## config.mk

```make
export PLATFORM = sky130hd
export DESIGN_NAME = tiny_mem_copier_flat
export DESIGN_NICKNAME = d
export VERILOG_FILES = /design/src/rtl/tiny_pkg.sv /design/src/rtl/tiny_mem_copier_if.sv /design/src/rtl/tiny_mem_copier.sv /design/src/flat_wrapper.sv
export SDC_FILE = /design/constraint.sdc
export NUM_CORES = 1
export LEC_CHECK = 0
export CORE_ASPECT_RATIO = 0.8
export CORE_MARGIN = 2
export CORE_UTILIZATION = 45
export DETAILED_ROUTE_END_ITERATION = 8
export HOLD_SLACK_MARGIN = 0.08
export MAX_ROUTING_LAYER = met4
export PLACE_DENSITY = 0.85
export SLEW_MARGIN = 25
export SYNTH_ARGS = -nofsm -noshare
export SYNTH_HDL_FRONTEND = slang
export SYNTH_SLANG_ARGS = --single-unit
```

## constraint.sdc

```tcl
create_clock -name clk -period 1.67 [get_ports clk]
set_input_delay 0.334 -clock clk [delete_from_list [all_inputs] [get_ports clk]]
set_output_delay 0.334 -clock clk [all_outputs]
set_load 0.02 [all_outputs]
```

## src/rtl/tiny_pkg.sv

```systemverilog
// Shared definitions for the TinyRAM block copier and the TinyRAM itself.
// Holds the FSM state encoding, mode constants and default bus widths.
package tiny_pkg;

  localparam int TINY_ADDR_W = 8;
  localparam int TINY_DATA_W = 8;

  localparam logic MODE_COPY = 1'b0;
  localparam logic MODE_FILL = 1'b1;

  typedef enum logic [1:0] {
    ST_IDLE  = 2'd0,
    ST_READ  = 2'd1,
    ST_WRITE = 2'd2,
    ST_DONE  = 2'd3
  } copier_state_t;

endpackage

```

## src/rtl/tiny_mem_copier_if.sv

```systemverilog
// TinyRAM read/write port as seen by an initiator (master) and the RAM (slave).
// Read data is combinational: valid in the same cycle as mem_read.
interface tiny_mem_copier_if #(
  parameter int ADDR_W = 8,
  parameter int DATA_W = 8
) ();

  logic              mem_read;
  logic              mem_write;
  logic [ADDR_W-1:0] mem_addr;
  logic [DATA_W-1:0] mem_wdata;
  logic [DATA_W-1:0] mem_rdata;

  modport master (
    output mem_read,
    output mem_write,
    output mem_addr,
    output mem_wdata,
    input  mem_rdata
  );

  modport slave (
    input  mem_read,
    input  mem_write,
    input  mem_addr,
    input  mem_wdata,
    output mem_rdata
  );

endinterface

```

## src/rtl/tiny_mem_copier.sv

```systemverilog
// Block copy / block fill engine driving the TinyRAM port as bus master.
// All outputs are registered, so no input reaches an output combinationally.
module tiny_mem_copier
  import tiny_pkg::*;
#(
  parameter int ADDR_W = TINY_ADDR_W,
  parameter int DATA_W = TINY_DATA_W
) (
  input  logic              clk,
  input  logic              rst_n,
  input  logic              start,
  input  logic              abort,
  input  logic              mode,
  input  logic [ADDR_W-1:0] src,
  input  logic [ADDR_W-1:0] dst,
  input  logic [ADDR_W-1:0] len,
  input  logic [DATA_W-1:0] fill_val,
  output logic              busy,
  output logic              done,
  tiny_mem_copier_if.master mem
);

  copier_state_t     state;
  logic [ADDR_W-1:0] src_ptr;
  logic [ADDR_W-1:0] dst_ptr;
  logic [ADDR_W-1:0] remaining;
  logic [DATA_W-1:0] fill_reg;
  logic              mode_reg;
  logic              read_reg;
  logic              write_reg;
  logic [ADDR_W-1:0] addr_reg;
  logic [DATA_W-1:0] wdata_reg;

  assign mem.mem_read  = read_reg;
  assign mem.mem_write = write_reg;
  assign mem.mem_addr  = addr_reg;
  assign mem.mem_wdata = wdata_reg;

  always_ff @(posedge clk or negedge rst_n) begin
    if (!rst_n) begin
      state     <= ST_IDLE;
      src_ptr   <= '0;
      dst_ptr   <= '0;
      remaining <= '0;
      fill_reg  <= '0;
      mode_reg  <= MODE_COPY;
      busy      <= 1'b0;
      done      <= 1'b0;
      read_reg  <= 1'b0;
      write_reg <= 1'b0;
      addr_reg  <= '0;
      wdata_reg <= '0;
    end else begin
      // Idle outputs by default; each surviving transition overrides them,
      // so abort and DONE fall straight back to the idle bus state.
      state     <= ST_IDLE;
      busy      <= 1'b0;
      done      <= 1'b0;
      read_reg  <= 1'b0;
      write_reg <= 1'b0;
      addr_reg  <= '0;
      wdata_reg <= '0;

      case (state)
        ST_IDLE: begin
          if (start && !abort) begin
            src_ptr   <= src;
            dst_ptr   <= dst;
            remaining <= len;
            fill_reg  <= fill_val;
            mode_reg  <= mode;
            busy      <= 1'b1;
            if (len == '0) begin
              state <= ST_DONE;
              done  <= 1'b1;
            end else if (mode == MODE_FILL) begin
              state     <= ST_WRITE;
              write_reg <= 1'b1;
              addr_reg  <= dst;
              wdata_reg <= fill_val;
            end else begin
              state    <= ST_READ;
              read_reg <= 1'b1;
              addr_reg <= src;
            end
          end
        end

        ST_READ: begin
          if (!abort) begin
            // The write-data register doubles as the copy buffer.
            src_ptr   <= src_ptr + 1'b1;
            state     <= ST_WRITE;
            busy      <= 1'b1;
            write_reg <= 1'b1;
            addr_reg  <= dst_ptr;
            wdata_reg <= mem.mem_rdata;
          end
        end

        ST_WRITE: begin
          if (!abort) begin
            dst_ptr   <= dst_ptr + 1'b1;
            remaining <= remaining - 1'b1;
            busy      <= 1'b1;
            if (remaining == ADDR_W'(1)) begin
              state <= ST_DONE;
              done  <= 1'b1;
            end else if (mode_reg == MODE_COPY) begin
              state    <= ST_READ;
              read_reg <= 1'b1;
              addr_reg <= src_ptr;
            end else begin
              state     <= ST_WRITE;
              write_reg <= 1'b1;
              addr_reg  <= dst_ptr + 1'b1;
              wdata_reg <= fill_reg;
            end
          end
        end

        ST_DONE: begin
          state <= ST_IDLE;
        end

        default: begin
          state <= ST_IDLE;
        end
      endcase
    end
  end

endmodule

```

## src/flat_wrapper.sv

```systemverilog
// flat-port wrapper written by rule: the top's interface ports become plain ports
module tiny_mem_copier_flat import tiny_pkg::*;
#(
  parameter int ADDR_W = TINY_ADDR_W,
  parameter int DATA_W = TINY_DATA_W
)
  (clk, rst_n, start, abort, mode, src, dst, len, fill_val, busy, done, mem_mem_read, mem_mem_write, mem_mem_addr, mem_mem_wdata, mem_mem_rdata);
  tiny_mem_copier_if #(.ADDR_W(ADDR_W), .DATA_W(DATA_W)) mem_i ();
  input  logic clk;
  input  logic rst_n;
  input  logic start;
  input  logic abort;
  input  logic mode;
  input  logic [ADDR_W-1:0] src;
  input  logic [ADDR_W-1:0] dst;
  input  logic [ADDR_W-1:0] len;
  input  logic [DATA_W-1:0] fill_val;
  output logic busy;
  output logic done;
  output wire logic [$bits(mem_i.mem_read)-1:0] mem_mem_read;
  output wire logic [$bits(mem_i.mem_write)-1:0] mem_mem_write;
  output wire logic [$bits(mem_i.mem_addr)-1:0] mem_mem_addr;
  output wire logic [$bits(mem_i.mem_wdata)-1:0] mem_mem_wdata;
  input wire logic [$bits(mem_i.mem_rdata)-1:0] mem_mem_rdata;
  assign mem_mem_read = mem_i.mem_read;
  assign mem_mem_write = mem_i.mem_write;
  assign mem_mem_addr = mem_i.mem_addr;
  assign mem_mem_wdata = mem_i.mem_wdata;
  assign mem_i.mem_rdata = mem_mem_rdata;
  tiny_mem_copier #(.ADDR_W(ADDR_W), .DATA_W(DATA_W)) u_core (.clk(clk), .rst_n(rst_n), .start(start), .abort(abort), .mode(mode), .src(src), .dst(dst), .len(len), .fill_val(fill_val), .busy(busy), .done(done), .mem(mem_i));
endmodule
```

==> results of run 1 <==
==> through the flow <==
step	instance area (um^2)	hold WS, ps
floorplan	3180	38.4
global placement	4170	353
detailed placement	4170	356
CTS	4430	491
global route	4540	460
finish	4540	459
==> routing by layer <==
layer	up-vias	part of all wire, %	global-route usage, %
li1	1470	-	-
met1	1497	41	33.0
met2	186	48	41.6
met3	27	8.5	3.87
met4	0	1.8	5.28
met5	-	0	-
==> cell families (layout without fill, tap and decap cells) <==
group / after synthesis / after routing / share of synthesized area (%)
flops: 55 / 55 / 43.3
compound gates: 117 / 117 / 24.0
simple gates: 117 / 117 / 19.4
mux: 15 / 15 / 5.12
buf+inv: 31 / 137 / 4.76
fa+ha+maj: 8 / 8 / 3.15
xor+xnor: 1 / 1 / 0.276
==> how the worst min path moves through the flow <==
stage | end | slack, ps | start
CTS | u_core.fill_reg[2] | 490 | u_core.fill_reg[2]
finish | u_core.remaining[2] | 460 | len[2]
floorplan | u_core.busy | 40 | rst_n
global route | u_core.remaining[2] | 460 | len[2]
global placement | u_core.remaining[5] | 350 | rst_n
detailed placement | u_core.busy | 360 | rst_n
==> where the power goes <==
part           leakage [uW]  internal [uW]  switching (uW)
clock             0.0000408            301             470
combinational       0.00117            624             631
sequential         0.000696           1540             242
==> synthesized netlist by cell type (all sizes together) (2+ instances only) <==
| library cell | count |
|---|---|
| o21ai | 26 |
| a222oi | 3 |
| o32ai | 2 |
| and2 | 2 |
| nor2b | 2 |
| nand3b | 2 |
| clkbuf | 6 |
| a22oi | 17 |
| o2bb2ai | 2 |
| ha | 8 |
| inv | 10 |
| mux2i | 5 |
| o22ai | 6 |
| nand2 | 55 |
| nor2 | 15 |
| mux2 | 10 |
| a2bb2oi | 2 |
| a21o | 2 |
| dfrtp | 55 |
| o31ai | 2 |
| a311oi | 2 |
| nand3 | 11 |
| a31oi | 3 |
| nor3 | 8 |
| o211ai | 3 |
| nor4 | 8 |
| o21a | 3 |
| nand2b | 4 |
| or2 | 2 |
| a21oi | 39 |
| and3 | 3 |
| buf | 14 |
==> area by class of cell <==
class                           instances  area [um^2]  share of cell area [%]
Multi-Input combinational cell        258         1790                    39.4
Inverter                               11         41.3                   0.909
Sequential cell                        55         1380                    30.3
Tap cell                               87          109                    2.40
Timing Repair Buffer                  118         1130                    24.9
Clock buffer                            5         68.8                    1.52
Clock inverter                          3         23.8                   0.524
==> worst max-delay path, delay by kind of cell <==
family | cells | cell delay (ps)
buffers and inverters | 3 | 800
AND/OR/NAND/NOR | 1 | 420
AO/OA/AOI/OAI | 3 | 350
==> repair_timing <==
item / 4_1_cts / 5_1_grt
endpoints found under the hold margin: 55 / 0
gates resized for setup: 17 / 29
cloned: 0 / 0
buffers inserted: 10 / 2
hold buffers: 1 / 0
setup endpoints to repair: 39 / 40
pin swaps: 6 / 2
==> run summary, run 1 <==
Outcome: complete, but fails checks
Failing checks: setup timing
Pleak: 0.00191 uW
YS warnings: 0
Synthesized cell area: 3180 um^2
Syn_area_per_cell: 9.24 um^2
Vias post-DR: 3,180
Critical path startpoint category: input pin
Post-synthesis register bit count: 55
Rel. slew slack: 68.9%
FF-to-FF Start: u_core.remaining[4]
Final nets: 502
GR Overflow Total: 0
Layout cells sized above 1: 23.1%
Ranking of synthesized cells by area: dfrtp_1, nand2_1, a21oi_1, a22oi_1, o21ai_0
# DRC: 0
Starting Density: 46.4%
Most common cell after layout, fill and taps aside: clkdlybuf4s50_1
Total wire length: 9.46 mm
TritonCTS Buffers: 5
TritonCTS clock tree: built
Area of the die: 7760 um^2
Root Buffer: clkbuf_8
Highest-delay cell along the critical path: clkdlybuf4s50_1
Antenna Cells: 0
Worst Hold Class: in2reg
Total power: 3810 uW
Layout Utilization: 66.2%
CP Capture Type: register
I/O Buffers: 64
Initial DRC count: 236
Largest net degree at the start of global routing: 56
Final setup vio count: 5
Post-synth EDFFs: 0
Worst-path maximum fanout: 9
Fin. Hold Viols: 0
Achievable frequency: 0.581 GHz
Gate Count Post-Synth: 344
Row Count: 27
Clock sink count: 55
Total iterations of the first detailed-routing run: 5
Hold Path Stages: 3
Synth top area share: 43.3%
Synth cell types: 57
Data required time of the worst path: 1870 ps
Wire length of the first global-routing pass: 15.2 mm
Peak VDD IR: 0.432 mV
Minimum clock period: 1720 ps
Drt wl/cell: 17.6 um
Slew @ Worst Pin: 467 ps
Post-synth ARST share: 100%
Syn Nets: 397
Clock Path Buffers: 2
TNS Setup: -131 ps
R2r endpoint: u_core.mem.mem_addr[6]
R2R depth: 5
Worst path arrival time: 1920 ps
Worst-path cell chain: clkdlybuf4s50_1 > nor4_4 > buf_4 > a211oi_4 > buf_12 > a22oi_1 > a21oi_2
Critical Path End: u_core.mem.mem_wdata[6]
Io pins: 65
Core Area: 6860 um^2
Pre-CTS WS: -453 ps
Die width: 98.0 um
Number of instances in the placed design: 517
Vias in the first global route: 3,161
Sequential cell area fraction in the yosys report: 43.3%
RD Place Congestion: 0.894
Fillcell total: 516
Via/cell ratio: 5.92
Worst path max stage delay: 460 ps
Max-Cap Viols: 0
Clk_skew: 4.98 ps
Commonest non-fill, non-tap cells in the layout: clkdlybuf4s50_1, nand2_1, dfrtp_1, buf_4, a21oi_1
Worst Setup SP: len[6]
Period utilisation layout: 103%
Post-Layout Cell Count: 537
Dpl hpwl: 6.50 mm
Detail Route Antenna Nets: 0
Clock transition at path regs: 110 ps
Flop2flop setup slack: -40 ps
# H-tree levels: 2
Pwr/cell area: 839 nW/um^2
Biggest area consumer among synthesized cells: dfrtp_1
Top_reg_cell synth: dfrtp_1
Critical path class: in2reg
RSZ-0062 raised after global routing: true
Slew Viols, Final: 0
Skew-Pair Late Insertion Delay: 310 ps
Overall Global Routing Usage: 25.0%
Die H: 79.2 um
PnR worst setup slack: -52.0 ps
Initial antenna violation count: 0
Area Growth Syn to Fin: 42.8%
(Power assumes the default switching activity.)
==> run 2, diff against run 1 <==
--- a/config.mk
+++ b/config.mk
@@ -5,13 +5,17 @@
 export SDC_FILE = /design/constraint.sdc
 export NUM_CORES = 1
 export LEC_CHECK = 0
+export ABC_AREA = 1
+export CAP_MARGIN = 20
+export CELL_PAD_IN_SITES_DETAIL_PLACEMENT = 0
+export CELL_PAD_IN_SITES_GLOBAL_PLACEMENT = 2
 export CORE_ASPECT_RATIO = 0.8
 export CORE_MARGIN = 2
-export CORE_UTILIZATION = 45
+export CORE_UTILIZATION = 26
 export DETAILED_ROUTE_END_ITERATION = 8
 export HOLD_SLACK_MARGIN = 0.08
 export MAX_ROUTING_LAYER = met4
-export PLACE_DENSITY = 0.85
+export PLACE_DENSITY = 0.87
 export SLEW_MARGIN = 25
 export SYNTH_ARGS = -nofsm -noshare
 export SYNTH_HDL_FRONTEND = slang
==> run 2 against run 1 <==
Net effect:
- the flow now finishes without violations
- flip-flop and latch count unchanged
- largest cell class unchanged
- critical path depth up 4
- count of clock-buffer cells in the layout unchanged
- combinational power down 6%
- largest power group unchanged
- sequential power down 4%
- non-clock buffer count unchanged
- clock skew up 3.9 ps
- clock power up 45%
==> run summary, run 2 <==
Outcome: completed
TritonCTS clock tree: built
Area of the die: 13,500 um^2 (+74%)
Worst-path cell chain: buf_6 > ha_4 > inv_4 > nor2_4 > inv_4 > nor2_4 > nor2_8 > clkinv_8 > buf_6 > nand2_1 > o21ai_1
Top_reg_cell synth: dfrtp_1
Slew @ Worst Pin: 347 ps (-119 ps)
R2R depth: 11 (+6)
R2r endpoint: u_core.dst_ptr[0]
Die H: 104 um (+32%)
Most common cell after layout, fill and taps aside: nand2_1
Vias post-DR: 3,270 (+2.8%)
Max-Cap Viols: 0 (unchanged)
Total iterations of the first detailed-routing run: 4 (-1)
Commonest non-fill, non-tap cells in the layout: nand2_1, clkdlybuf4s50_1, dfrtp_1, inv_1, buf_4
Post-synth EDFFs: 0 (unchanged)
Gate Count Post-Synth: 448 (+30%)
RD Place Congestion: 0.854 (-4.5%)
Sequential cell area fraction in the yosys report: 42.0% (-1.3 points)
Initial antenna violation count: 0 (unchanged)
Peak VDD IR: 0.356 mV (-18%)
Clock transition at path regs: 80 ps (-30 ps)
Post-synth ARST share: 100% (unchanged)
Flop2flop setup slack: 20 ps (+60 ps)
Largest net degree at the start of global routing: 56 (unchanged)
Vias in the first global route: 3,287 (+4.0%)
Area Growth Syn to Fin: 45.2%
Worst Hold Path EP: u_core.fill_reg[3]
Row Count: 36 (+33%)
Detail Route Antenna Nets: 0 (unchanged)
YS warnings: 0 (unchanged)
Core Area: 12,300 um^2 (+79%)
Synth cell types: 33 (-42%)
Most frequent cell after synthesis: nand2_1
Clock Path Buffers: 2 (unchanged)
Root Buffer: clkbuf_16
Syn_area_per_cell: 7.31 um^2 (-21%)
Final nets: 614 (+22%)
Pleak: 0.00231 uW (+21%)
Io pins: 65 (unchanged)
Synth top area share: 42.0% (-1.3 points)
Number of instances in the placed design: 719 (+39%)
Syn Nets: 501 (+26%)
Wire length of the first global-routing pass: 16.8 mm (+10%)
# H-tree levels: 2 (unchanged)
Drt wl/cell: 13.9 um (-21%)
Total wire length: 10.2 mm (+7.8%)
Hold Path Stages: 2 (-1)
Met2 routed WL: 4.37 mm (-4.3%)
TritonCTS Buffers: 5 (unchanged)
Worst-path maximum fanout: 8 (-1)
Bufs and invs on worst path: 5 (+2)
Antenna Cells: 0 (unchanged)
Skew-Pair Late Insertion Delay: 310 ps (about the same)
Post-Layout Cell Count: 733 (+36%)
Worst path top cell family by delay: buffers and inverters
Biggest area consumer among synthesized cells: dfrtp_1
Pwr/cell area: 843 nW/um^2 (+0.43%)
DR top layer: met4
GR Overflow Total: 0 (unchanged)
Slew Viols, Final: 0 (unchanged)
Worst path arrival time: 1840 ps (-80 ps)
Worst Hold Class: reg2reg
Data required time of the worst path: 1860 ps (about the same)
I/O Buffers: 64 (unchanged)
Met3 WL: 480 um (-40%)
Post-synthesis register bit count: 55 (unchanged)
Dpl hpwl: 7.86 mm (+21%)
Via/cell ratio: 4.46 (-25%)
Achievable frequency: 0.608 GHz (+4.6%)
Overall Global Routing Usage: 16.2% (-8.9 points)
TNS Setup: 0 ps (+131 ps)
Ranking of synthesized cells by area: dfrtp_1, nand2_1, inv_1, o21ai_0, nand3_1
Minimum clock period: 1650 ps (-76.3 ps)
Met1 WL: 5.25 mm (+34%)
Rel. slew slack: 76.7% (+7.8 points)
Layout cells sized above 1: 16.7% (-6.4 points)
Highest-delay cell along the critical path: dfrtp_1
Fin. Hold Viols: 0 (unchanged)
Synth cell count leaders: nand2_1, dfrtp_1, inv_1
Worst path max stage delay: 410 ps (-50 ps)
Clock sink count: 55 (unchanged)
Worst hold start: u_core.fill_reg[3]
# DRC: 0 (unchanged)
Synthesized cell area: 3270 um^2 (+3.0%)
Initial DRC count: 227 (-3.8%)
CP Capture Type: register
RSZ-0062 raised after global routing: true
Critical path class: reg2reg
Starting Density: 26.7% (-20 points)
Critical path startpoint category: register
Final setup vio count: 0 (-5)
Die width: 129 um (+32%)
FF-to-FF Start: u_core.state[1]
Clk_skew: 8.89 ps (+3.91 ps)
Fillcell total: 1,303 (+150%)
Period utilisation layout: 98.5% (-4.6 points)
run 2: cell types whose count changed after synthesis, moves of 6 or more:
cell     before  now
nand2_1      55  142
inv_1        10   55
a21oi_1      38   19
nand3_1      11   29
a22oi_1      17    0
nand4_1       1   16
nor2_1       14   28
o21ai_0      23   37
mux2_2       10    0
nor3_1        8    1
buf_2         9    3
run 2: what timing repair did:
action	4_1_cts	5_1_grt
setup buffers	0	3
cloned	0	2
resized for setup	1	33
setup endpoints to repair	5	27
hold buffers	1	0
pin swaps	0	6
hold endpoints to repair	55	0
run 2: stage by stage:
step / instance area, um^2 / utilization (%) / hold WS (ps) / worst slack, ps / total power (uW)
after floorplan: 3270 / - / 38.4 / 103 / 2320
after global placement: 4450 / 36.3 / 362 / -202 / 2830
after detailed placement: 4450 / 36.3 / 370 / -192 / 2850
after CTS: 4610 / 37.7 / 488 / 1.24 / 3980
after global routing: 4750 / 38.8 / 524 / -42.2 / 4270
final: 4750 / 38.8 / 487 / 24.4 / 4010
run 2: worst max path at each step:
stage | from | to | slack (ps) | cells after the start
after floorplan | u_core.state[1] | u_core.src_ptr[3] | 100 | 10
after global placement | abort | u_core.src_ptr[3] | -200 | 9
after detailed placement | abort | u_core.remaining[3] | -190 | 9
after CTS | u_core.state[0] | u_core.remaining[0] | 1 | 10
after global routing | u_core.state[1] | u_core.remaining[1] | -40 | 10
final | u_core.state[1] | u_core.dst_ptr[0] | 20 | 11
run 2: where the power goes:
| group | switching [uW] | total (uW) | internal (uW) | leakage, uW |
|---|---|---|---|---|
| clock network | 547 | 1120 | 574 | 0.0000723 |
| registers | 186 | 1720 | 1530 | 0.000696 |
| logic | 637 | 1170 | 531 | 0.00154 |
| total | 1370 | 4010 | 2640 | 0.00231 |
run 2: final cells by class:
class | count | area, um^2 | share of cell area [%]
Multi-Input combinational cell | 318 | 1650 | 34.8
Sequential cell | 55 | 1380 | 29.0
Timing Repair Buffer | 118 | 1090 | 23.0
Inverter | 61 | 249 | 5.24
Tap cell | 171 | 214 | 4.50
Clock buffer | 5 | 125 | 2.63
Clock inverter | 3 | 27.5 | 0.579
Timing Repair inverter | 2 | 17.5 | 0.369
run 2: kinds of logic after synthesis:
logic type	Yosys count	synth area share, %
buf+inv	75	9.44
simple gates	228	31.3
flops	55	42.0
fa+ha+maj	8	3.06
xor+xnor	7	1.87
compound gates	75	12.3
run 2: worst register-to-register path: cells and delay by family (launching register included):
kind / cells / cell delay (ps)
and+or+nand+nor: 4 / 400
AOI/OAI and AO/OA: 1 / 60
buffers and inverters: 5 / 520
adders and majority gates: 1 / 160
DFF: 1 / 410
run 2: per-layer routing:
layer / up-vias / track usage (%)
li1: 1667 / -
met1: 1518 / 23.8
met4: 0 / 3.46
met3: 7 / 2.67
met2: 78 / 23.3
met5: - / -
==> patch 1, RTL diff (config.mk and constraints of run 2) <==
Register the output `busy` once more, without a reset; this adds one clock of latency there. The other outputs are not delayed to match.
--- a/src/rtl/tiny_mem_copier.sv
+++ b/src/rtl/tiny_mem_copier.sv
@@ -20,4 +20,6 @@
   tiny_mem_copier_if.master mem
 );
+
+  logic busy_s0;
 
   copier_state_t     state;
@@ -45,5 +47,5 @@
       fill_reg  <= '0;
       mode_reg  <= MODE_COPY;
-      busy      <= 1'b0;
+      busy_s0   <= 1'b0;
       done      <= 1'b0;
       read_reg  <= 1'b0;
@@ -55,5 +57,5 @@
       // so abort and DONE fall straight back to the idle bus state.
       state     <= ST_IDLE;
-      busy      <= 1'b0;
+      busy_s0   <= 1'b0;
       done      <= 1'b0;
       read_reg  <= 1'b0;
@@ -70,5 +72,5 @@
             fill_reg  <= fill_val;
             mode_reg  <= mode;
-            busy      <= 1'b1;
+            busy_s0   <= 1'b1;
             if (len == '0) begin
               state <= ST_DONE;
@@ -92,5 +94,5 @@
             src_ptr   <= src_ptr + 1'b1;
             state     <= ST_WRITE;
-            busy      <= 1'b1;
+            busy_s0   <= 1'b1;
             write_reg <= 1'b1;
             addr_reg  <= dst_ptr;
@@ -103,5 +105,5 @@
             dst_ptr   <= dst_ptr + 1'b1;
             remaining <= remaining - 1'b1;
-            busy      <= 1'b1;
+            busy_s0   <= 1'b1;
             if (remaining == ADDR_W'(1)) begin
               state <= ST_DONE;
@@ -131,4 +133,8 @@
   end
 
+  always_ff @(posedge clk) begin
+    busy <= busy_s0;
+  end
+
 endmodule
 
Function: changed (Yosys sat finds a counterexample within 4 cycles, from zero or initial values and one cycle with rst_n low).
==> patch 1 against run 2 <==
Final area is 0.66% higher. Setup slack better by 0.032 ns. Via count is 1.4% higher. Critical endpoint is now u_core.dst_ptr[7]. First-iteration DRC count is 15% higher. Highest routed layer unchanged. Routed wire length is 1.3% lower. Synthesized area is 1.1% higher. Power is 0.61% higher. Largest cell class unchanged. Sequential cell count is 1 higher.
==> patch 1: results (changes against run 2) <==
| Metric | Value |
|---|---|
| Status | `finished, final reports clean` |
| Number of diodes | `0 (unchanged)` |
| Top cells by area, synth | `dfrtp_1 (42%), nand2_1 (16%), inv_1 (6.2%), o21ai_0 (4.7%), nand3_1 (4.4%)` |
| Pre-antenna DRT Iters | `5 (+1)` |
| Metal-1 WL | `5060 um (-3.8%)` |
| M1 GR Usage | `23.0% (-0.86 points)` |
| DRT Wirelength | `10100 um (-1.3%)` |
| Met2 Wirelength | `4350 um (-0.46%)` |
| Met3 Wirelength | `541 um (+13%)` |
| Cell-internal power | `0.00267 W (+1.2%)` |
| Final std cells w/o fill | `738 (+0.68%)` |
| CP Class | `flop to flop` |
| DRT iter0 DRCs | `260 (+15%)` |
| Area post-placement | `4480 um2 (+0.76%)` |
| Average size of a mapped cell | `7.37 um2 (+0.88%)` |
| CP delay by family, top | `buffers and inverters` |
| First-pass GRT wire length | `16400 um (-2.0%)` |
| Crit-path max FO | `7 (-1)` |
| CTS Buffer Depth | `2 (unchanged)` |
| Syn_nets | `502 (+0.20%)` |
| Flop pwr share | `43.0% (about the same)` |
| FILL cells | `1274 (-2.2%)` |
| Async set-reset flop share out of synthesis | `98.2% (-1.8 points)` |
| Max Freq | `0.620 GHz (+2.0%)` |
| Worst Max-Slew Pin Slew | `0.314 ns (-0.0339 ns)` |
| Routability-driven placement congestion ratio | `0.895 (+4.9%)` |
| DP Wirelength | `7680 um (-2.3%)` |
| CTS H-Tree Depth | `2 (unchanged)` |
| Clock Power | `0.00111 W` |
| DP Worst Slack | `-0.230 ns (-0.0374 ns)` |
| Vias per cell | `4.49 (+0.75%)` |
| R2R Setup Slk | `0.06 ns (+0.03 ns)` |
| VDD IR max | `617 uV (+73%)` |
| Placed insts | `721 (+0.28%)` |
| R2R cell count | `8 (-3)` |
| Leak Pwr | `2.33 nW (+1.1%)` |
| Largest stage delay on the critical path | `0.45 ns (+0.04 ns)` |
| Unique masters post-synth | `34 (+3.0%)` |
| Clock Skews | `0.00595 ns (-0.00294 ns)` |
| Slowest cell on crit path | `dfrtp_2` |
| Vias in the first global route | `3243 (-1.3%)` |
| # setup viols final | `0 (unchanged)` |
| All-Layer GR Usage | `15.7% (-0.48 points)` |
| Fin nets | `619 (+0.81%)` |
| Worst r2r dst | `u_core.dst_ptr[7]` |
| Initial antenna violation count | `0 (unchanged)` |
| M2 GR Usage | `23.0% (-0.27 points)` |
| Post-synthesis sequential area ratio | `42.2% (+0.14 points)` |
| Post-synth top cells | `nand2_1 (142), dfrtp_1 (55), inv_1 (55)` |
| Cell taking the most area after synthesis | `dfrtp_1` |
| Clock Latency Late Sink | `0.30 ns` |
| Met3 Usage GRT | `2.66% (-0.012 points)` |
| Clock root buffer | `clkbuf_16` |
| Design Power | `0.00403 W (+0.61%)` |
| Share of cells above drive strength 1 | `16.9% (+0.21 points)` |
-- patch 1: cell count changes after synthesis, moves of 2 or more --
cell             run 2  this run
a21oi_1             19        17
clkbuf_1             7         5
buf_2                3         5
o21ai_1              5        10
o21ai_0             37        31
-- patch 1: area by class of cell --
type / instances / area, um2 / area share (%)
well taps: 171 / 214 / 4.47
repair buffers: 121 / 1110 / 23.2
multi-input cells: 319 / 1650 / 34.4
repair inverters: 2 / 17.5 / 0.366
inverters: 61 / 249 / 5.20
flip-flops and latches: 56 / 1400 / 29.2
clock buffers: 5 / 125 / 2.62
clock inverters: 3 / 27.5 / 0.575
-- patch 1: worst register-to-register path, cell delays in order (launching register included) --
cell      delay [ns]
dfrtp_2         0.45
inv_2           0.09
ha_4            0.16
buf_6           0.14
nor2_4          0.07
nor2_8          0.25
clkinv_8        0.11
buf_4           0.15
o22ai_1         0.14
-- patch 1: what timing repair did --
action / CTS / global route
resized for setup: 0 / 24
endpoints found under the hold margin: 55 / 0
setup buffers: 0 / 5
hold buffers: 1 / 0
endpoints found under the setup margin: 0 / 33
-- patch 1: cells by family after synthesis --
logic type | Yosys count | share of synthesized area (%)
AO/OA/AOI/OAI | 74 | 12.4
AND/OR/NAND/NOR | 229 | 30.8
adder cells (fa/ha/maj) | 8 | 3.02
flip-flops | 56 | 42.2
buffers and inverters | 75 | 9.71
XOR/XNOR | 7 | 1.85
-- patch 1: worst min-delay path by stage --
stage                              start              to  slack [ns]  cells after the start
final                     u_core.busy_s0     u_core.busy        0.37                      0
after global routing      u_core.busy_s0     u_core.busy        0.38                      0
after CTS                 u_core.busy_s0     u_core.busy        0.36                      0
after detailed placement  u_core.busy_s0     u_core.busy        0.34                      0
after global placement    u_core.busy_s0     u_core.busy        0.33                      0
after floorplan                    rst_n  u_core.busy_s0        0.04                      0
==> patch 2, RTL diff (flow settings as in run 2) <==
Without the edit above. Change the package constant `TINY_ADDR_W` from 8 to 9.
--- a/src/rtl/tiny_pkg.sv
+++ b/src/rtl/tiny_pkg.sv
@@ -3,5 +3,5 @@
 package tiny_pkg;
 
-  localparam int TINY_ADDR_W = 8;
+  localparam int TINY_ADDR_W = 9;
   localparam int TINY_DATA_W = 8;
 
Ports: changed (resized dst, len, mem_mem_addr and src); port bits go from 65 to 69. No check against the original RTL was run, so the function may have changed too.
==> patch 2 against run 2 <==
Routed wire length rose by 15%. First-iteration DRC count fell by 4.0%. Sequential cell count rose by 4. Cell count rose by 9.3%. Setup slack improved by 0.013 ns. Synthesized area rose by 8.0%. Non-clock buffer count rose by 8. Critical path depth fell by 10. Count of clock-buffer cells in the layout rose by 5. Power rose by 28%. Final area rose by 11%. Maximum frequency rose by 0.82%. Clock skew rose by 0.00063 ns. Clock power rose by 70%.
==> patch 2: results (changes against run 2) <==
| Metric | Value |
|---|---|
| Status | `finished, final reports clean` |
| VDD IR max | `516 uV (+45%)` |
| Vias per cell | `4.63 (+3.9%)` |
| Clock Skews | `0.00952 ns (+0.000633 ns)` |
| Multi-input combinational gate total | `365 (+15%)` |
| Switching Power | `0.00168 W (+22%)` |
| Met3 Wirelength | `771 um (+61%)` |
| Initial antenna violation count | `0 (unchanged)` |
| Largest net degree at the start of global routing | `60 (+7.1%)` |
| Syn Inst Count | `495 (+10%)` |
| Clock network area share | `5.78% (+2.6 points)` |
| Multi-input combinational area share | `35.9% (+1.1 points)` |
| DP Wirelength | `8540 um (+8.6%)` |
| Logic pwr share | `26.6% (-2.6 points)` |
| Area post-placement | `4730 um2 (+6.2%)` |
| Leak Pwr | `2.55 nW (+10%)` |
| DP Worst Slack | `-0.369 ns (-0.177 ns)` |
| First-pass GRT wire length | `18500 um (+10%)` |
| Final Core Density | `39.2% (+0.44 points)` |
| Post-synthesis sequential area ratio | `41.7% (-0.29 points)` |
| Post-synth top cells | `nand2_1 (155), dfrtp_1 (59), inv_1 (47)` |
| Layout clock buffers | `10 (+5)` |
| Clock Latency Late Sink | `0.33 ns (+0.02 ns)` |
| DRT iter0 DRCs | `218 (-4.0%)` |
| Routability-driven placement congestion ratio | `0.924 (+8.3%)` |
| Crit-path max FO | `1 (-7)` |
| Fin nets | `672 (+9.4%)` |
| CTS H-Tree Depth | `3 (+1)` |
| Largest stage delay on the critical path | `0.61 ns (+0.20 ns)` |
| CP delay by family, top | `buffers and inverters` |
| Vias | `3711 (+13%)` |
| Metal-1 WL | `5880 um (+12%)` |
| Hold_sp | `u_core.fill_reg[4]` |
| Met3 Usage GRT | `4.50% (+1.8 points)` |
| Slew margin rel. | `74.1% (-2.6 points)` |
| Clock share of power | `37.1% (+9.1 points)` |
| Buffers excl. clock | `126 (+6.8%)` |
| Share of cells above drive strength 1 | `17.9% (+1.1 points)` |
| CTS buffer count | `9 (+4)` |
| Arr. time, crit path | `1.30 ns (-0.54 ns)` |
| FILL cells | `1386 (+6.4%)` |
| M1 GR Usage | `23.8% (about the same)` |
| Clock transition at path regs | `0.06 ns (-0.02 ns)` |
| Number of synthesized register bits | `59 (+7.3%)` |
| Worst r2r src | `u_core.state[0]` |
| Syn_nets | `551 (+10%)` |
| Top cells by area, synth | `dfrtp_1 (42%), nand2_1 (16%), inv_1 (5.0%), nor2_1 (4.9%), nand3_1 (4.5%)` |
| M2 GR Usage | `23.3% (about the same)` |
| Non-clk buf share | `21.9% (-1.0 points)` |
| Cell area power density | `974 nW/um2 (+16%)` |
| # port buffers | `68 (+6.3%)` |
| All-Layer GR Usage | `17.0% (+0.84 points)` |
[patch 2: cell count changes in the layout (fill, tap and decap cells not counted), moves of 6 or more]
cell | run 2 | this run
nor2_1 | 26 | 42
nand2_1 | 141 | 154
o21ai_1 | 9 | 20
inv_1 | 54 | 44
buf_4 | 45 | 54
o21ai_0 | 31 | 22
buf_6 | 6 | 0
[patch 2: path summary, 6_finish.rpt]
kind | end | slack [ns] | cells past startpoint
setup / recovery | mem_mem_addr[5] | 0.04 | 1
hold / removal | u_core.fill_reg[4] | 0.48 | 2
setup reg to reg | u_core.dst_ptr[2] | 0.04 | 10
hold reg to reg | u_core.fill_reg[4] | 0.48 | 2
max in group asynchronous | u_core.state[1] | 0.85 | 3
min in group asynchronous | u_core.remaining[0] | 0.53 | 3
[patch 2: kinds of logic after synthesis]
group,share of synthesized area (%)
AO/OA/AOI/OAI,12.0
flip-flops,41.7
adder cells (fa/ha/maj),2.83
XOR/XNOR,1.98
AND/OR/NAND/NOR,33.3
buffers and inverters,8.10
